<file path="src/rtl/bsg_manycore_link_to_axil_pkg.sv">
// rtl/bsg_manycore_link_to_axil_pkg.sv - shared constants for the manycore AXI-Lite bridge
package bsg_manycore_link_to_axil_pkg;

    localparam int host_fifo_width_gp = 128;
    localparam int tx_req_credits_gp  = 4;

    function automatic int bsg_width(input int x);
        return $clog2(x + 1);
    endfunction

endpackage

</file>
<file path="src/rtl/bsg_manycore_link_to_axil_tx_buf.sv">
// rtl/bsg_manycore_link_to_axil_tx_buf.sv - first-word-fall-through packet buffer with count
module bsg_manycore_link_to_axil_tx_buf
    import bsg_manycore_link_to_axil_pkg::*;
#(
    parameter int width_p = host_fifo_width_gp,
    parameter int els_p   = tx_req_credits_gp,
    localparam int count_width_lp = bsg_width(els_p)
) (
    input  logic                      clk_i,
    input  logic                      reset_ni,
    input  logic [width_p-1:0]        data_i,
    input  logic                      v_i,
    output logic                      full_o,
    output logic [width_p-1:0]        data_o,
    output logic                      v_o,
    input  logic                      yumi_i,
    output logic [count_width_lp-1:0] count_o
);

    localparam int ptr_width_lp = (els_p > 1) ? $clog2(els_p) : 1;
    localparam logic [ptr_width_lp-1:0] last_ptr_lp = ptr_width_lp'(els_p - 1);

    logic [width_p-1:0]        mem_r [els_p];
    logic [ptr_width_lp-1:0]   rptr_r, wptr_r;
    logic [count_width_lp-1:0] count_r;
    logic                      full_r, empty_r;

    logic push, pop;
    assign push = v_i & ~full_r;
    assign pop  = yumi_i & ~empty_r;

    always_ff @(posedge clk_i) begin
        if (push) begin
            mem_r[wptr_r] <= data_i;
        end
    end

    always_ff @(posedge clk_i or negedge reset_ni) begin
        if (!reset_ni) begin
            rptr_r  <= '0;
            wptr_r  <= '0;
            count_r <= '0;
            full_r  <= 1'b0;
            empty_r <= 1'b1;
        end else begin
            if (push) begin
                wptr_r <= (wptr_r == last_ptr_lp) ? '0 : wptr_r + ptr_width_lp'(1);
            end
            if (pop) begin
                rptr_r <= (rptr_r == last_ptr_lp) ? '0 : rptr_r + ptr_width_lp'(1);
            end
            case ({push, pop})
                2'b10: begin
                    count_r <= count_r + count_width_lp'(1);
                    full_r  <= (count_r == count_width_lp'(els_p - 1));
                    empty_r <= 1'b0;
                end
                2'b01: begin
                    count_r <= count_r - count_width_lp'(1);
                    full_r  <= 1'b0;
                    empty_r <= (count_r == count_width_lp'(1));
                end
                default: ;
            endcase
        end
    end

    assign data_o  = mem_r[rptr_r];
    assign v_o     = ~empty_r;
    assign full_o  = full_r;
    assign count_o = count_r;

endmodule

</file>
<file path="src/rtl/bsg_manycore_link_to_axil_tx.sv">
// rtl/bsg_manycore_link_to_axil_tx.sv - packs AXI-Lite write words into link packets with word credits
module bsg_manycore_link_to_axil_tx
    import bsg_manycore_link_to_axil_pkg::*;
#(
    parameter int axil_data_width_p = 32,
    localparam int ratio_lp         = host_fifo_width_gp / axil_data_width_p,
    localparam int credits_width_lp = bsg_width(ratio_lp * tx_req_credits_gp)
) (
    input  logic                          clk_i,
    input  logic                          reset_ni,
    input  logic [axil_data_width_p-1:0]  axil_req_i,
    input  logic                          axil_req_v_i,
    output logic                          axil_req_ready_o,
    output logic [host_fifo_width_gp-1:0] fifo_req_o,
    output logic                          fifo_req_v_o,
    input  logic                          fifo_req_ready_i,
    output logic [credits_width_lp-1:0]   req_credits_o
);

    localparam int cnt_width_lp   = (ratio_lp > 1) ? $clog2(ratio_lp) : 1;
    localparam int count_width_lp = bsg_width(tx_req_credits_gp);
    localparam int occ_width_lp   = credits_width_lp + 1;
    localparam int asm_width_lp   = (ratio_lp - 1) * axil_data_width_p;
    localparam logic [cnt_width_lp-1:0] last_cnt_lp = cnt_width_lp'(ratio_lp - 1);
    localparam logic [occ_width_lp-1:0] max_occ_lp  = occ_width_lp'(ratio_lp * tx_req_credits_gp);

    logic [cnt_width_lp-1:0]   cnt_r;
    logic [asm_width_lp-1:0]   asm_r;
    logic [count_width_lp-1:0] buf_count;
    logic                      buf_full;
    logic                      accept, last_word;

    assign last_word        = (cnt_r == last_cnt_lp);
    assign axil_req_ready_o = ~last_word | ~buf_full;
    assign accept           = axil_req_v_i & axil_req_ready_o;

    always_ff @(posedge clk_i or negedge reset_ni) begin
        if (!reset_ni) begin
            cnt_r <= '0;
        end else if (accept) begin
            cnt_r <= last_word ? '0 : cnt_r + cnt_width_lp'(1);
        end
    end

    // Stale words left by a reset are harmless: cnt_r restarts at 0 and overwrites them in order.
    always_ff @(posedge clk_i) begin
        if (accept && !last_word) begin
            asm_r[cnt_r*axil_data_width_p +: axil_data_width_p] <= axil_req_i;
        end
    end

    bsg_manycore_link_to_axil_tx_buf #(
        .width_p (host_fifo_width_gp),
        .els_p   (tx_req_credits_gp)
    ) tx_buf (
        .clk_i    (clk_i),
        .reset_ni (reset_ni),
        .data_i   ({axil_req_i, asm_r}),
        .v_i      (accept & last_word),
        .full_o   (buf_full),
        .data_o   (fifo_req_o),
        .v_o      (fifo_req_v_o),
        .yumi_i   (fifo_req_ready_i),
        .count_o  (buf_count)
    );

    // Non-final words are taken even when the buffer is full, so occupancy can exceed capacity; clamp at zero.
    logic [occ_width_lp-1:0] occupancy;
    assign occupancy = occ_width_lp'(buf_count) * occ_width_lp'(ratio_lp) + occ_width_lp'(cnt_r);
    assign req_credits_o = (occupancy >= max_occ_lp) ? '0
                                                     : credits_width_lp'(max_occ_lp - occupancy);

endmodule

</file>
<file path="config.mk">
export PLATFORM = sky130hd
export DESIGN_NAME = bsg_manycore_link_to_axil_tx
export DESIGN_NICKNAME = d
export VERILOG_FILES = /design/src/rtl/bsg_manycore_link_to_axil_pkg.sv /design/src/rtl/bsg_manycore_link_to_axil_tx_buf.sv /design/src/rtl/bsg_manycore_link_to_axil_tx.sv
export SDC_FILE = /design/constraint.sdc
export NUM_CORES = 1
export LEC_CHECK = 0
export CORE_UTILIZATION = 52
export DETAILED_ROUTE_END_ITERATION = 12
export GPL_TIMING_DRIVEN = 0
export PLACE_DENSITY = 0.8
export SYNTH_ARGS = -nofsm -noshare
export SYNTH_HDL_FRONTEND = slang
export SYNTH_SLANG_ARGS = --single-unit
</file>
<file path="constraint.sdc">
create_clock -name clk_i -period 4.16 [get_ports clk_i]
set_input_delay 0.624 -clock clk_i [delete_from_list [all_inputs] [get_ports clk_i]]
set_output_delay 0.624 -clock clk_i [all_outputs]
set_load 0.01 [all_outputs]
</file>
==> flow_summary.yaml, run 1 <==
status:
  status: "finished clean"
clocking:
  h-tree-depth: 2
  clk_pin_slew_worst_paths_ns: 0.06
  clkLatencyLatePin_ns: 0.59
  hold_buffers: 0
  clockBufferDepth: 3
  clock-sinks: 619
  cts-root-buf: "clkbuf_16"
  post_cts_buffers: 0
  cts_tree: "built"
  ctsResizeCount: 0
  cts_buffers: 57
die:
  rows: 76
  die_y_um: 212
  pin_count: 171
  start_util_pct: 52.9
  die_x_um: 212
  die_area_mm2: 0.0448
  core_mm2: 0.0432
cells_and_area:
  layout-drive-gt1-share_pct: 21.1
  instances_no_fill: 1829
  diodes: 0
  fillers: 2822
  mostFrequentLayoutCells: "edfxtp_1, clkdlybuf4s50_1, mux4_2, and2_1, clkbuf_16"
  utilization_pct: 63.5
  syn_to_final_growth_pct: 19.9
  final_nets: 1249
  layout.cells.most_common: "edfxtp_1"
timing:
  layout_worst_path_cycle_share_pct: 85.0
  skew_ns: 0.0184
  worst_pin_slew_ns: 0.880
  rsz0062_at_grt: "false"
  finalWorstPathRequiredPeriod_ns: 3.53
  fin_ws_ns: 0.626
  clock.fmax_ghz: 0.283
  hold_slack_ns: 0.418
  finalSetupTns_ns: 0
  maxSlewViolCount: 0
  setup_viol: 0
  hold_viol_final: 0
  timing.max_slew.rel_slack_pct: 41.3
critical_path:
  worstSetupPathType: "reg -> out"
  crit_required_ns: 3.54
  r2r_cells: 6
  critical_path.endpoint: "fifo_req_o[102]"
  worstPathArrival_ns: 2.91
  r2r-end: "asm_r[69]$_DFFE_PP_"
  cp-startpoint: "tx_buf.rptr_r[1]$_DFFE_PN0P_"
  r2r_start: "cnt_r[0]$_DFFE_PN0N_"
  startpoint_type: "flop"
  r2r_slack_ns: 1.58
  cp_max_fo: 10
  end_kind: "output port"
logic_synthesis:
  yosysTopAreaCell: "edfxtp_1"
  syn_inst: 957
  yosys_warnings: 0
  syn_area_mm2: 0.0228
  netlist.area_leader.share_pct: 79.9
  synth_cell_types: 31
  synth.avg_cell_area_um2: 23.9
  syn-num-nets: 1009
  synth_seq_cells: 619
  yosysSeqAreaShare_pct: 81.1
  synth_area_leaders: "edfxtp_1, mux4_2, and2_1"
detailed_routing:
  vias_per_cell: 5.71
  drt-total-wl_mm: 47.5
  detail-route-antenna-nets: 0
  first_pass_iters: 5
  dr_total_vias: 10438
  wire_per_inst_um: 26.0
  drtIter0Drc: 842
  drc: 0
global_route:
  grt_start_max_net_pins: 57
  grt_usage_pct: 21.8
  grt_pass1_wl_mm: 69.4
  antenna_found_initial: 0
  overflow: 0
  grt_pass1_vias: 10814
place:
  dp_slack_ns: 1.13
  gp_congestion: 0.784
  post-dp-hpwl_mm: 28.9
  place_inst: 1723
  port_buffers: 170
power_and_ir_drop:
  p_comb_share_pct: 30.5
  p_per_area_mw_per_mm2: 693
  p_seq_share_pct: 42.8
  pwr-share-clk_pct: 26.7
  p_int_w: 0.0136
  vdd_ir_drop_max_v: 0.000378
  leakagePower_nw: 8.86
  switching_share_pct: 28.1
  p_switching_w: 0.00534
job:
  maxCapViolations: 0
hold_path:
  hold_class: "in -> async"
layout make-up:
class / count / area (µm²) / share of cell area (%)
Buffer: 42 / 272 / 0.991
Clock inverter: 38 / 333 / 1.21
Tap cell: 585 / 732 / 2.67
Multi-Input combinational cell: 287 / 4020 / 14.7
Sequential cell: 619 / 18500 / 67.7
Clock buffer: 68 / 1490 / 5.43
Timing Repair Buffer: 181 / 1980 / 7.23
Inverter: 9 / 33.8 / 0.123
power by group through the flow:
| stage | registers [W] | clock network [W] | logic (W) |
|---|---|---|---|
| 6_report | 0.00812 | 0.00507 | 0.00580 |
| 3_5_place_dp | 0.00824 | 0 | 0.00586 |
| 5_1_grt | 0.00818 | 0.00536 | 0.00616 |
| 2_1_floorplan | 0.00815 | 0 | 0.00312 |
| 4_1_cts | 0.00812 | 0.00515 | 0.00592 |
| 3_3_place_gp | 0.00823 | 0 | 0.00571 |
critical path, cell delays in order, from the launching register on:
cell and delay, ns:
dfrtp_1 0.39, clkbuf_1 0.55, buf_2 0.45, mux4_2 0.42, clkdlybuf4s50_1 0.51
flip-flops by register name (all words and copies together) (netlist names):
signal and count:
asm_r 96, tx_buf.count_o 3, tx_buf.full_o 1, cnt_r 2, tx_buf.wptr_r 2, tx_buf.mem_r 512
tx_buf.empty_r 1, tx_buf.rptr_r 2
metal layers:
metal  up-vias  GRT usage [%]  routed length, µm
li1       4412              -                  -
met1      5487           30.4              19300
met2       459           35.1              23600
met3        80           3.60               3310
met4         0           7.67               1320
met5         -              0                  0
cells in the mapped netlist:
| master | count |
|---|---|
| nor2_1 | 5 |
| a32o_1 | 1 |
| and4b_1 | 1 |
| xnor2_1 | 2 |
| edfxtp_1 | 608 |
| mux2_2 | 5 |
| a21boi_0 | 1 |
| xor2_1 | 1 |
| nor2b_1 | 4 |
| dfrtp_1 | 10 |
| mux4_2 | 128 |
| nand2_1 | 4 |
| buf_2 | 15 |
| clkbuf_1 | 10 |
| and3b_1 | 2 |
| clkbuf_2 | 4 |
| ha_1 | 16 |
| nor3_1 | 3 |
| o21ai_0 | 3 |
| or3b_2 | 1 |
| dfstp_2 | 1 |
| nor3b_1 | 4 |
| nand2b_1 | 1 |
| and3_1 | 1 |
| and2_1 | 100 |
| inv_1 | 9 |
| buf_4 | 2 |
| buf_6 | 11 |
| nor4_1 | 2 |
| nor4bb_1 | 1 |
| o31a_1 | 1 |
per-stage QoR:
step,instance area [µm²],total power (W)
floorplan,22900,0.0113
global placement,25300,0.0139
detailed placement,25600,0.0141
CTS,27400,0.0192
global route,27400,0.0197
finish,27400,0.0190
worst min-delay path by stage:
stage	startpoint	to	slack [ns]	depth (start not counted)
after floorplan	reset_ni	cnt_r[0]$_DFFE_PN0N_	0.33	0
after global placement	asm_r[56]$_DFFE_PP_	tx_buf.mem_r[3][56]$_DFFE_PP_	0.46	0
after detailed placement	asm_r[71]$_DFFE_PP_	tx_buf.mem_r[3][71]$_DFFE_PP_	0.48	0
after CTS	reset_ni	tx_buf.rptr_r[1]$_DFFE_PN0P_	0.42	1
after global routing	reset_ni	tx_buf.rptr_r[1]$_DFFE_PN0P_	0.45	1
final	reset_ni	tx_buf.rptr_r[1]$_DFFE_PN0P_	0.42	1
cell families (layout without fill, tap and decap cells):
family / count (synthesis) / in the layout / share of synthesized area [%]
buffers and inverters: 51 / 338 / 1.34
flip-flops: 619 / 619 / 81.1
XOR/XNOR: 3 / 3 / 0.115
AO/OA/AOI/OAI: 6 / 6 / 0.181
AND/OR/NAND/NOR: 129 / 129 / 3.50
multiplexers: 133 / 133 / 12.9
adder cells (fa/ha/maj): 16 / 16 / 0.876
No activity file was read; power rests on OpenSTA's default activity.
==> run 2: changes to the inputs <==
--- a/config.mk
+++ b/config.mk
@@ -5,10 +5,10 @@
 export SDC_FILE = /design/constraint.sdc
 export NUM_CORES = 1
 export LEC_CHECK = 0
-export CORE_UTILIZATION = 52
+export CORE_UTILIZATION = 55
 export DETAILED_ROUTE_END_ITERATION = 12
 export GPL_TIMING_DRIVEN = 0
-export PLACE_DENSITY = 0.8
+export PLACE_DENSITY = 0.81
 export SYNTH_ARGS = -nofsm -noshare
 export SYNTH_HDL_FRONTEND = slang
 export SYNTH_SLANG_ARGS = --single-unit
==> constraint.sdc (replaced) <==
create_clock -name clk_i -period 3.5 [get_ports clk_i]
set_input_delay 0.525 -clock clk_i [delete_from_list [all_inputs] [get_ports clk_i]]
set_output_delay 0.525 -clock clk_i [all_outputs]
set_load 0.01 [all_outputs]
==> run 2 against run 1 <==
Cell count shrank 2.9%. Worst hold slack lost 0.11 ns. Total power grew 20%. Largest cell class unchanged. Highest routed layer unchanged.
==> flow_summary.yaml, run 2 (synthesized netlist as in run 1, its figures left out) <==
status:
  status: "finished clean"
die:
  rows: 74
  die_y_um: 206
  core_mm2: 0.0409
  die_area_mm2: 0.0424
  pin_count: 171
  start_util_pct: 55.8
  die_x_um: 206
detailed_routing:
  wire_per_inst_um: 27.8
  vias_per_cell: 5.97
  first_pass_iters: 5
  detail-route-antenna-nets: 0
  drtIter0Drc: 1113
  drt-total-wl_mm: 49.3
  dr_total_vias: 10594
  drc: 0
critical_path:
  slowest_stage: "clkdlybuf4s50_1"
  path_cells: "clkbuf_1, buf_2, mux4_2, clkdlybuf4s50_1"
  startpoint_type: "flop"
  worstSetupPathType: "reg -> out"
  cp_top_family: "buffers and inverters"
  crit_required_ns: 2.97
  cp_max_fo: 10
  worstPathArrival_ns: 2.83
  cp_slowest_stage_delay_ns: 0.51
  crit_buf_inv: 3
  end_kind: "output port"
global_route:
  grt_pass1_wl_mm: 71.7
  overflow: 0
  grt_start_max_net_pins: 55
  grt_pass1_vias: 10985
  grt_usage_pct: 23.9
  antenna_found_initial: 4
timing:
  clock.fmax_ghz: 0.298
  finalWorstPathRequiredPeriod_ns: 3.36
  setup_viol: 0
  skew_ns: 0.0103
  worst_pin_slew_ns: 0.867
  layout_worst_path_cycle_share_pct: 95.9
  hold_viol_final: 0
  finalSetupTns_ns: 0
  hold_slack_ns: 0.310
  maxSlewViolCount: 0
  fin_ws_ns: 0.144
  rsz0062_at_grt: "false"
  timing.max_slew.rel_slack_pct: 42.2
place:
  placed_cell_area_mm2: 0.0255
  port_buffers: 170
  dp_slack_ns: 0.228
  gp_congestion: 0.796
  post-dp-hpwl_mm: 29.2
power_and_ir_drop:
  leakagePower_nw: 8.89
  finalPower_w: 0.0228
  vdd_ir_drop_max_v: 0.000384
  p_per_area_mw_per_mm2: 834
clocking:
  hold_buffers: 0
  clk_pin_slew_worst_paths_ns: 0.06
  h-tree-depth: 2
  cts-root-buf: "clkbuf_16"
  ctsResizeCount: 0
  post_cts_buffers: 0
  clkLatencyLatePin_ns: 0.59
  clockBufferDepth: 3
  cts_buffers: 57
  clock-sinks: 619
  cts_tree: "built"
hold_path:
  hold_class: "in -> async"
cells_and_area:
  layout-drive-gt1-share_pct: 21.8
  mostFrequentLayoutCells: "edfxtp_1, clkdlybuf4s50_1, mux4_2, and2_1, clkbuf_16"
  regMostFlops: "tx_buf.mem_r"
  design_area_mm2: 0.0274
  fillers: 2511
  syn_to_final_growth_pct: 19.8
  final_nets: 1249
  layout.cells.most_common: "edfxtp_1"
  largest_reg_flops: 512
job:
  maxCapViolations: 0
-- run 2: cell count changes in the layout (fill, tap and decap cells not counted), sizes merged --
| cell | change |
|---|---|
| bufinv | +1 |
| diode | +1 |
| inv | +1 |
| clkbuf | +1 |
| clkinv | -5 |
| clkinvlp | +1 |
-- run 2: per-stage QoR --
step	utilization (%)	cells
final	66.9	1776
after detailed placement	62.3	1670
after floorplan	-	957
after CTS	66.9	1775
after global routing	66.9	1776
after global placement	61.6	1659
-- run 2: report_power, final --
group	total [W]	leakage [nW]	internal (W)	switching, W
Sequential	0.00967	5.66	0.00929	0.000373
Clock	0.00621	0.920	0.00359	0.00262
Combinational	0.00696	2.31	0.00347	0.00349
Total	0.0228	8.89	0.0164	0.00648
-- run 2: area by class of cell --
cell class / instances / area [µm²] / share of cell area, %
clock buffers: 69 / 1510 / 5.53
inverters: 9 / 33.8 / 0.123
flip-flops and latches: 619 / 18500 / 67.7
well taps: 532 / 666 / 2.43
plain buffers: 42 / 272 / 0.992
clock inverters: 36 / 359 / 1.31
repair buffers: 181 / 1970 / 7.21
diodes: 1 / 2.50 / 0.00914
multi-input cells: 287 / 4020 / 14.7
-- run 2: path summary, 6_finish.rpt --
path                                         startpoint  slack [ns]  cells after the start                       endpoint
setup / recovery           tx_buf.rptr_r[1]$_DFFE_PN0P_        0.14                      4                fifo_req_o[101]
hold / removal                                 reset_ni        0.31                      1  tx_buf.count_o[1]$_DFFE_PN0P_
setup reg to reg                   cnt_r[1]$_DFFE_PN0N_        0.51                      6  tx_buf.mem_r[1][74]$_DFFE_PP_
hold reg to reg                     asm_r[59]$_DFFE_PP_        0.49                      0  tx_buf.mem_r[1][59]$_DFFE_PP_
max in group asynchronous                      reset_ni        2.80                      1   tx_buf.rptr_r[1]$_DFFE_PN0P_
min in group clk_i                  asm_r[59]$_DFFE_PP_        0.49                      0  tx_buf.mem_r[1][59]$_DFFE_PP_
-- run 2: routing by layer --
layer  wire length, µm  global-route usage (%)  vias up
li1                  -                       -     4418
met1             19200                    32.8     5623
met2             24800                    38.9      462
met3              3900                    4.66       91
met4              1430                    8.22        0
met5                 0                       0        -
==> run 3: changes to the inputs <==
--- a/config.mk
+++ b/config.mk
@@ -6,9 +6,10 @@
 export NUM_CORES = 1
 export LEC_CHECK = 0
 export CORE_UTILIZATION = 55
+export CTS_BUF_LIST = sky130_fd_sc_hd__clkbuf_16
 export DETAILED_ROUTE_END_ITERATION = 12
 export GPL_TIMING_DRIVEN = 0
-export PLACE_DENSITY = 0.81
+export PLACE_DENSITY_LB_ADDON = 0.05
 export SYNTH_ARGS = -nofsm -noshare
 export SYNTH_HDL_FRONTEND = slang
 export SYNTH_SLANG_ARGS = --single-unit
==> run 3 against run 2 <==
Cell count is 0.39% higher. Sequential share of layout area rose by 0.099 points. Sequential power barely moved. Critical path type unchanged. Global-route usage decreased by 0.59 points. Routed wire length decreased by 4.0%. Clock skew is 0.0067 ns higher. Non-clock buffer count rose by 1. Largest power group unchanged. Clock-buffer cell count fell by 10. Worst hold slack better by 0.0024 ns. Flip-flop and latch count did not move. Total power shrank 2.0%. Via count decreased by 3.0%.
==> flow_summary.yaml, run 3 (synthesized netlist as in run 1, its figures left out) <==
cells_and_area:
  regMostFlops: "tx_buf.mem_r"
  layout-drive-gt1-share_pct: 21.1
  final_nets: 1252
  design_area_mm2: 0.0273
  layout.cells.most_common: "edfxtp_1"
  syn_to_final_growth_pct: 19.6
  mostFrequentLayoutCells: "edfxtp_1, clkdlybuf4s50_1, mux4_2, and2_1, clkbuf_16"
  largest_reg_flops: 512
  instances_no_fill: 1783
critical_path:
  crit_required_ns: 2.97
  r2r_slack_ns: 0.69
  worstPathArrival_ns: 2.71
  startpoint_type: "flop"
  r2r_start: "cnt_r[1]$_DFFE_PN0N_"
  worstSetupPathType: "reg -> out"
  end_kind: "output port"
  cp_max_fo: 10
  cp-startpoint: "tx_buf.rptr_r[0]$_DFFE_PN0P_"
timing:
  layout_worst_path_cycle_share_pct: 92.4
  setup_viol: 0
  hold_viol_final: 0
  worst_pin_slew_ns: 0.833
  hold_slack_ns: 0.312
  clock.fmax_ghz: 0.309
  rsz0062_at_grt: "false"
  finalWorstPathRequiredPeriod_ns: 3.23
  maxSlewViolCount: 0
  skew_ns: 0.0170
  timing.max_slew.rel_slack_pct: 44.5
global_route:
  grt_usage_pct: 23.3
  grt_start_max_net_pins: 54
  overflow: 0
  grt_pass1_vias: 10330
  antenna_found_initial: 5
  grt_pass1_wl_mm: 68.7
status:
  status: "finished clean"
die:
  core_mm2: 0.0409
  die_y_um: 206
  die_x_um: 206
  start_util_pct: 55.8
  pin_count: 171
  die_area_mm2: 0.0424
  rows: 74
clocking:
  cts_buffers: 59
  hold_buffers: 0
  cts_tree: "built"
  clockBufferDepth: 3
  cts-root-buf: "clkbuf_16"
  clk_pin_slew_worst_paths_ns: 0.06
  h-tree-depth: 2
  clock-sinks: 619
  clkLatencyLatePin_ns: 0.62
place:
  port_buffers: 170
  gp_congestion: 0.730
  place_inst: 1671
  post-dp-hpwl_mm: 29.2
  placed_cell_area_mm2: 0.0255
detailed_routing:
  drt-total-wl_mm: 47.3
  drc: 0
  wire_per_inst_um: 26.6
  dr_total_vias: 10274
  detail-route-antenna-nets: 0
  first_pass_iters: 5
  vias_per_cell: 5.76
  drtIter0Drc: 835
power_and_ir_drop:
  vdd_ir_drop_max_v: 0.000593
  p_per_area_mw_per_mm2: 819
  leakagePower_nw: 8.94
job:
  maxCapViolations: 0
hold_path:
  hold_class: "in -> async"
-- run 3: final cells by class --
class,instances,area (µm²)
sequential,619,18500
fill,2734,13600
multi-input combinational,287,4020
timing repair buffer,182,2000
clock buffer,59,1480
tap,532,666
clock inverter,50,323
buffer,42,273
inverter,9,33.8
antenna,3,7.51
-- run 3: path summary, 6_finish.rpt --
path,end,cells past startpoint
max in group asynchronous,tx_buf.rptr_r[0]$_DFFE_PN0P_,1
hold / removal,tx_buf.count_o[2]$_DFFE_PN0P_,1
min in group clk_i,tx_buf.mem_r[3][53]$_DFFE_PP_,0
setup / recovery,fifo_req_o[61],5
setup reg to reg,tx_buf.mem_r[1][71]$_DFFE_PP_,6
hold reg to reg,tx_buf.mem_r[3][53]$_DFFE_PP_,0
-- run 3: power breakdown --
part | internal (W) | switching [W] | total (W)
Clock | 0.00333 | 0.00261 | 0.00594
Combinational | 0.00347 | 0.00333 | 0.00681
Sequential | 0.00929 | 0.000343 | 0.00964
-- run 3: repair_timing --
action | CTS | global route
endpoints found under the setup margin | 0 | 3
gates resized for setup | 0 | 2
setup buffers | 0 | 0
-- run 3: through the flow --
step | setup WS (ns) | setup TNS [ns] | utilization [%] | power, W
after floorplan | 0.481 | 0 | - | 0.0134
after global placement | -1.45 | -724.55 | 61.6 | 0.0166
after detailed placement | 0.280 | 0 | 62.4 | 0.0168
after CTS | 0.0474 | 0 | 66.8 | 0.0227
after global routing | 0.148 | 0 | 66.8 | 0.0233
final | 0.266 | 0 | 66.8 | 0.0224
-- run 3: per-layer routing --
layer  vias to the layer above  global-route usage (%)  wire length (µm)
li1                       4434                       -                 -
met1                      5470                    33.8             20100
met2                       311                    36.8             23200
met3                        59                    4.83              3260
met4                         0                    5.86               795
met5                         -                       0                 0
-- run 3: worst max-delay path: stages, from the launching register on --
cell             delay [ns]
dfrtp_1                0.35
clkbuf_2               0.20
buf_6                  0.23
buf_6                  0.23
mux4_2                 0.58
clkdlybuf4s50_1        0.51
